**src/rtl/cache_pkg.sv**
```systemverilog
// Shared types and constants for the direct-mapped write-back cache controller.
package cache_pkg;

  localparam int TAG_W      = 21;
  localparam int INDEX_W    = 6;
  localparam int OFFSET_W   = 3;
  localparam int LINE_WORDS = 8;
  localparam int NUM_LINES  = 1 << INDEX_W;

  // Byte address split into its cache fields.
  typedef struct packed {
    logic [TAG_W-1:0]    tag;
    logic [INDEX_W-1:0]  index;
    logic [OFFSET_W-1:0] offset;
    logic [1:0]          byte_sel;
  } addr_t;

  typedef enum logic [2:0] {
    IDLE,
    COMPARE,
    RESPOND,
    WB_START,
    WB_WAIT,
    AL_START,
    AL_WAIT,
    FILL
  } state_e;

  // Base byte address of a line identified by tag and index.
  function automatic logic [31:0] line_base(input logic [TAG_W-1:0] tag,
                                            input logic [INDEX_W-1:0] index);
    return {tag, index, {(OFFSET_W + 2){1'b0}}};
  endfunction

  // Word address inside the data RAM: index * LINE_WORDS + offset.
  function automatic logic [INDEX_W+OFFSET_W-1:0] data_addr(input logic [INDEX_W-1:0] index,
                                                            input logic [OFFSET_W-1:0] offset);
    return {index, offset};
  endfunction

endpackage

```
**src/rtl/tag_store.sv**
```systemverilog
// Tag/valid/dirty store: one entry per cache line, async read, sync fill and dirty-set.
module tag_store
  import cache_pkg::*;
(
  input  logic               clk,
  input  logic               rst,
  input  logic [INDEX_W-1:0] rd_index,
  output logic               rd_valid,
  output logic               rd_dirty,
  output logic [TAG_W-1:0]   rd_tag,
  input  logic               fill_en,
  input  logic [INDEX_W-1:0] fill_index,
  input  logic [TAG_W-1:0]   fill_tag,
  input  logic               set_dirty,
  input  logic [INDEX_W-1:0] dirty_index
);

  logic [NUM_LINES-1:0] valid_q, valid_d;
  logic [NUM_LINES-1:0] dirty_q, dirty_d;
  logic [TAG_W-1:0]     tag_q [NUM_LINES];
  logic [TAG_W-1:0]     tag_d [NUM_LINES];

  // Combinational read of the entry selected by the current request.
  assign rd_valid = valid_q[rd_index];
  assign rd_dirty = dirty_q[rd_index];
  assign rd_tag   = tag_q[rd_index];

  // Next-state for the store: a fill installs a clean valid line, a store hit marks it dirty.
  always_comb begin
    // NOTE: every variable gets its hold value first so no path leaves it unassigned (no latch).
    valid_d = valid_q;
    dirty_d = dirty_q;
    tag_d   = tag_q;
    if (fill_en) begin
      valid_d[fill_index] = 1'b1;
      dirty_d[fill_index] = 1'b0;
      tag_d[fill_index]   = fill_tag;
    end
    if (set_dirty) begin
      dirty_d[dirty_index] = 1'b1;
    end
  end

  // Valid and dirty flags are cleared by reset.
  always_ff @(posedge clk) begin
    // NOTE: sequential state uses non-blocking assignments so all flops update together.
    if (rst) begin
      valid_q <= '0;
      dirty_q <= '0;
    end else begin
      valid_q <= valid_d;
      dirty_q <= dirty_d;
    end
  end

  // Tag array storage.
  // NOTE: tags are not reset; a tag is only trusted when its valid bit is set.
  always_ff @(posedge clk) begin
    tag_q <= tag_d;
  end

endmodule

```
**src/rtl/cache_ctrl.sv**
```systemverilog
// Cache sequencing controller: hit/miss decision, write-back and refill handshakes, hit RAM strobes.
module cache_ctrl
  import cache_pkg::*;
(
  input  logic                        clk,
  input  logic                        rst,
  input  logic                        cpu_req,
  input  logic                        cpu_we,
  input  logic [31:0]                 cpu_addr,
  output logic                        cpu_ready,
  output logic                        cpu_hit,
  output logic [INDEX_W+OFFSET_W-1:0] hit_data_addr,
  output logic                        hit_data_we,
  output logic                        wb_start,
  output logic [31:0]                 wb_addr,
  input  logic                        wb_done,
  output logic                        alloc_start,
  output logic [31:0]                 alloc_addr,
  input  logic                        alloc_done,
  output logic                        busy
);

  state_e state_q, state_d;
  addr_t  addr_q, addr_d;
  logic   we_q, we_d;
  logic   miss_seen_q, miss_seen_d;

  logic                        cpu_ready_q, cpu_ready_d;
  logic                        cpu_hit_q, cpu_hit_d;
  logic [INDEX_W+OFFSET_W-1:0] hit_data_addr_q, hit_data_addr_d;
  logic                        hit_data_we_q, hit_data_we_d;
  logic                        wb_start_q, wb_start_d;
  logic [31:0]                 wb_addr_q, wb_addr_d;
  logic                        alloc_start_q, alloc_start_d;
  logic [31:0]                 alloc_addr_q, alloc_addr_d;
  logic                        busy_q, busy_d;

  logic             rd_valid;
  logic             rd_dirty;
  logic [TAG_W-1:0] rd_tag;
  logic             hit;

  tag_store u_tag_store (
    .clk         (clk),
    .rst         (rst),
    .rd_index    (addr_q.index),
    .rd_valid    (rd_valid),
    .rd_dirty    (rd_dirty),
    .rd_tag      (rd_tag),
    .fill_en     (state_q == FILL),
    .fill_index  (addr_q.index),
    .fill_tag    (addr_q.tag),
    .set_dirty   ((state_q == RESPOND) && we_q),
    .dirty_index (addr_q.index)
  );

  assign hit = rd_valid && (rd_tag == addr_q.tag);

  // Next state, request latching and the registered output values for the coming cycle.
  always_comb begin
    state_d      = state_q;
    addr_d       = addr_q;
    we_d         = we_q;
    miss_seen_d  = miss_seen_q;
    wb_addr_d    = wb_addr_q;
    alloc_addr_d = alloc_addr_q;

    unique case (state_q)
      IDLE: begin
        miss_seen_d = 1'b0;
        if (cpu_req) begin
          addr_d  = addr_t'(cpu_addr);
          we_d    = cpu_we;
          state_d = COMPARE;
        end
      end
      COMPARE: begin
        if (hit) begin
          state_d = RESPOND;
        end else begin
          miss_seen_d = 1'b1;
          if (rd_valid && rd_dirty) begin
            wb_addr_d = line_base(rd_tag, addr_q.index);
            state_d   = WB_START;
          end else begin
            alloc_addr_d = addr_q;
            state_d      = AL_START;
          end
        end
      end
      RESPOND:  state_d = IDLE;
      WB_START: state_d = WB_WAIT;
      WB_WAIT: begin
        if (wb_done) begin
          alloc_addr_d = addr_q;
          state_d      = AL_START;
        end
      end
      AL_START: state_d = AL_WAIT;
      AL_WAIT: begin
        if (alloc_done) state_d = FILL;
      end
      FILL:     state_d = COMPARE;
      default:  state_d = IDLE;
    endcase

    // Outputs are registered from the state being entered so they line up with that state.
    cpu_ready_d     = (state_d == RESPOND);
    cpu_hit_d       = (state_d == RESPOND) && !miss_seen_d;
    hit_data_addr_d = (state_d == RESPOND) ? data_addr(addr_q.index, addr_q.offset) : '0;
    hit_data_we_d   = (state_d == RESPOND) && we_q;
    wb_start_d      = (state_d == WB_START);
    alloc_start_d   = (state_d == AL_START);
    busy_d          = (state_d != IDLE);
  end

  // Controller state and registered outputs; reset aborts any transaction in flight.
  always_ff @(posedge clk) begin
    if (rst) begin
      state_q         <= IDLE;
      addr_q          <= '0;
      we_q            <= 1'b0;
      miss_seen_q     <= 1'b0;
      cpu_ready_q     <= 1'b0;
      cpu_hit_q       <= 1'b0;
      hit_data_addr_q <= '0;
      hit_data_we_q   <= 1'b0;
      wb_start_q      <= 1'b0;
      wb_addr_q       <= '0;
      alloc_start_q   <= 1'b0;
      alloc_addr_q    <= '0;
      busy_q          <= 1'b0;
    end else begin
      state_q         <= state_d;
      addr_q          <= addr_d;
      we_q            <= we_d;
      miss_seen_q     <= miss_seen_d;
      cpu_ready_q     <= cpu_ready_d;
      cpu_hit_q       <= cpu_hit_d;
      hit_data_addr_q <= hit_data_addr_d;
      hit_data_we_q   <= hit_data_we_d;
      wb_start_q      <= wb_start_d;
      wb_addr_q       <= wb_addr_d;
      alloc_start_q   <= alloc_start_d;
      alloc_addr_q    <= alloc_addr_d;
      busy_q          <= busy_d;
    end
  end

  assign cpu_ready     = cpu_ready_q;
  assign cpu_hit       = cpu_hit_q;
  assign hit_data_addr = hit_data_addr_q;
  assign hit_data_we   = hit_data_we_q;
  assign wb_start      = wb_start_q;
  assign wb_addr       = wb_addr_q;
  assign alloc_start   = alloc_start_q;
  assign alloc_addr    = alloc_addr_q;
  assign busy          = busy_q;

endmodule

```
**config.mk**
```make
export PLATFORM = sky130hd
export DESIGN_NAME = cache_ctrl
export DESIGN_NICKNAME = d
export VERILOG_FILES = /design/src/rtl/cache_pkg.sv /design/src/rtl/tag_store.sv /design/src/rtl/cache_ctrl.sv
export SDC_FILE = /design/constraint.sdc
export NUM_CORES = 2
export LEC_CHECK = 0
export BUFFER_PORTS_ARGS = -buffer_cell sky130_fd_sc_hd__buf_2
export CAP_MARGIN = 0
export CORE_ASPECT_RATIO = 1.75
export CORE_MARGIN = 4
export CORE_UTILIZATION = 65
export DETAILED_ROUTE_END_ITERATION = 8
export HOLD_SLACK_MARGIN = 0.08
export PLACE_DENSITY = 0.82
export SETUP_SLACK_MARGIN = 0.05
export SLEW_MARGIN = 20
export SYNTH_ARGS = -nofsm -noshare
export SYNTH_HDL_FRONTEND = slang
export SYNTH_SLANG_ARGS = --single-unit
```
**constraint.sdc**
```tcl
create_clock -name clk -period 12.4 [get_ports clk]
set_clock_uncertainty 0.2 [all_clocks]
set_input_delay 1.86 -clock clk [delete_from_list [all_inputs] [get_ports clk]]
set_output_delay 1.86 -clock clk [all_outputs]
set_load 0.02 [all_outputs]
```
==> flow_summary_export.csv <==
group,metric,value,unit
worst_setup_path,cp-end-kind,"flop",
drt,dr.pass1.iters,8,
worst_setup_path,cp_max_fo,109,
clocking,cts-resized-gates,0,
floorplanning,rows,149,
clocking,clockBufferDepth,3,
drt,vias_per_cell,7.64,
worst_setup_path,ff2ff_setup_slack,5300,ps
drt,drcViolationCount,0,
clocking,clock-sinks,1583,
yosys,synthTopCellsByArea,"edfxtp_1 65%, dfxtp_1 7.7%, mux4_2 5.8%",
global_routing,grt_pass1_vias,38300,
drt,vias,39800,
drt,initialDrtViolationCount,7169,
placed_design,post-dp-hpwl,124,mm
pwr,swShare,0.240,
clocking,cts_tree,"built",
global_routing,grt.overflow.total,0,
drt,ant_nets,0,
drt,routed_wl,213,mm
pwr,power_frac_comb,0.090,
floorplanning,die_y,416,um
layout,fin_area,0.0687,mm2
worst_setup_path,cp_slowest_cell,"o41ai_1",
pwr,power.leakage,21.6,nW
placed_design,routabilityCongestion,0.975,
yosys,synthMostInstantiatedCell,"edfxtp_1",
pwr,power.total,11.3,mW
yosys,synth_edf_count,1344,
flow_run,drv_cap,0,
worst_setup_path,cp_common_cell,"buf_4",
layout,nNetsFinal,3925,
sta,finalSetupViolCount,0,
yosys,syn_avg_cell_area,16.5,um2
placed_design,port-buffer-count,111,
worst_setup_path,critPathLaunchType,"flop",
floorplanning,start_util,0.656,
clocking,cts_setup_buffers,0,
pwr,clkPwrFrac,0.391,
yosys,synth_warnings,0,
yosys,netlist_area,0.0619,mm2
pwr,pwr-share-seq,0.519,
global_routing,antenna_found_initial,10,
global_routing,grtUsageTotal,0.424,
pwr,switchingPower,2.71,mW
clocking,hold_buffers,0,
pwr,ir_drop,0.161,mV
drt,wl_per_cell,40.8,um
sta,fmax,0.141,GHz
sta,slew_headroom,0.108,
worst_setup_path,max_stage_delay,950,ps
sta,tightest_slew,1330,ps
yosys,yosys_register_bits,1583,
worst_setup_path,cp_cell_sequence,"buf_12, buf_4, mux4_2, a22o_1, o41ai_1, a31oi_1, nor4b_1, nand4_1, or4_1, buf_4, a31o_2, mux2i_1",
yosys,synthCells,3743,
yosys,ys_top_cells_by_count,"1344 x edfxtp_1, 347 x mux2i_1, 286 x nand2_1, 239 x dfxtp_1, 159 x mux4_2",
worst_setup_path,crit_family,"compound AO/OA/AOI/OAI gates",
sta,hold_viol_final,0,
floorplanning,die_area,0.100,mm2
global_routing,grt_max_degree,122,
pwr,internal-power,8.59,mW
clocking,htree_levels,4,
clocking,clkLatencyLatePin,800,ps
worst_setup_path,cp.required,12820,ps
floorplanning,coreArea,0.0943,mm2
sta,period_share,0.572,
sta,period_needed,7100,ps
clocking,cts_buffers,134,
min_path,hold_class,"reg -> reg",
sta,drv_slew,0,
pwr,power_per_cell_area,165,mW/mm2
sta,rsz0062_at_grt,"false",
sta,holdWs,252,ps
yosys,synth_cell_types,86,
placed_design,placed_area,0.0641,mm2
worst_setup_path,cp.arrival,7520,ps
sta,setup_slack,5300,ps
yosys,ys_seq_area_frac,0.729,
yosys,async_flop_share,0,
global_routing,grt_pass1_wl,291,mm
sta,fin_tns_setup,0,ps
placed_design,post-place-ws,5660,ps
worst_setup_path,crit_buf_inv,3,
clocking,root_buffer,"clkbuf_16",
worst_setup_path,path_class,"reg -> reg",
layout,drive_above_1_share,0.197,
floorplanning,boundaryPins,117,
clocking,cts.clk_slew.worst_paths,70,ps
yosys,yosysTopAreaCell,"edfxtp_1",
status,status,"complete, no violations",
yosys,synth_top_cell_area_share,0.652,
floorplanning,die_w,241,um
layout,area_growth,10.9,%
yosys,ys.flop_type,"edfxtp_1",
-- through the flow --
stage | cells | utilization
3_5_place_dp | 4958 | 0.679
3_3_place_gp | 4957 | 0.679
4_1_cts | 5205 | 0.727
5_1_grt | 5207 | 0.728
6_report | 5213 | 0.728
2_1_floorplan | 3747 | -
-- layout make-up --
type / instances / area [um2]
Clock inverter: 76 / 877
Clock buffer: 171 / 3670
Sequential cell: 1583 / 45200
Timing Repair Buffer: 260 / 1710
Multi-Input combinational cell: 1902 / 15700
Tap cell: 1208 / 1510
Fill cell: 5428 / 25700
Antenna cell: 7 / 17.5
Inverter: 6 / 25.0
-- path summary, 6_finish.rpt --
| check | start | to | cells past startpoint |
|---|---|---|---|
| setup / recovery | addr_q[5] | alloc_addr[22] | 12 |
| hold reg to reg | miss_seen_q | cpu_hit | 1 |
| setup reg to reg | addr_q[5] | alloc_addr[22] | 12 |
| hold / removal | miss_seen_q | cpu_hit | 1 |
-- logic make-up after synthesis --
kind of cell    count (synthesis)  share of synthesized area
xor+xnor                       10                    0.00141
simple gates                  636                     0.0506
compound gates                714                     0.0768
buf+inv                       262                     0.0222
mux                           537                      0.120
flops                        1583                      0.729
other cells                     1                  0.0000606
-- cells in the final DEF (no fill, tap or decap), types with 9 or more instances in the layout --
cell,count
nor3_1,19
bufinv_16,17
o21a_1,67
mux2i_1,346
nor2_1,44
nor4_1,23
mux2_2,29
dfxtp_1,212
o22ai_1,93
clkinv_2,23
clkbuf_16,139
nor2_2,61
nand4_1,13
a22o_1,22
a221oi_1,41
dfxtp_2,24
o22a_1,10
a21oi_1,146
buf_2,110
and3_1,9
o21ai_0,101
and2_1,14
nand3b_1,14
inv_6,10
edfxtp_1,1344
nand2_1,285
clkbuf_1,25
clkinv_1,16
nand2b_1,13
nand3_1,42
buf_4,147
mux4_2,159
a22oi_1,97
o21ai_1,12
a31oi_1,32
a211oi_1,32
nor2b_1,11
-- per-layer routing --
| metal | up-vias | GRT usage | part of all wire | wire length [um] |
|---|---|---|---|---|
| li1 | 15100 | - | - | - |
| met1 | 19400 | 0.490 | 0.29 | 62100 |
| met2 | 4065 | 0.629 | 0.44 | 94100 |
| met3 | 1257 | 0.144 | 0.14 | 30400 |
| met4 | 10 | 0.370 | 0.12 | 26000 |
| met5 | - | 0 | 0.00031 | 65 |
-- sequential cells by signal, indices dropped and copies added, names as in the netlist --
register             cells
addr_q                  32
alloc_addr              32
alloc_start              1
busy                     1
cpu_hit                  1
cpu_ready                1
hit_data_addr            9
hit_data_we              1
miss_seen_q              1
state_q                  3
u_tag_store.dirty_q     64
u_tag_store.tag_q     1344
u_tag_store.valid_q     64
wb_addr                 27
wb_start                 1
we_q                     1
-- power groups by stage --
stage,Clock [mW],Sequential (mW),Combinational [mW]
after global routing,4.63,5.86,1.02
after global placement,0,5.98,0.937
after floorplan,0,6.02,0.539
after CTS,4.40,5.86,0.963
after detailed placement,0,5.98,0.953
final,4.42,5.87,1.01
Power figures use the tool's default switching activity.
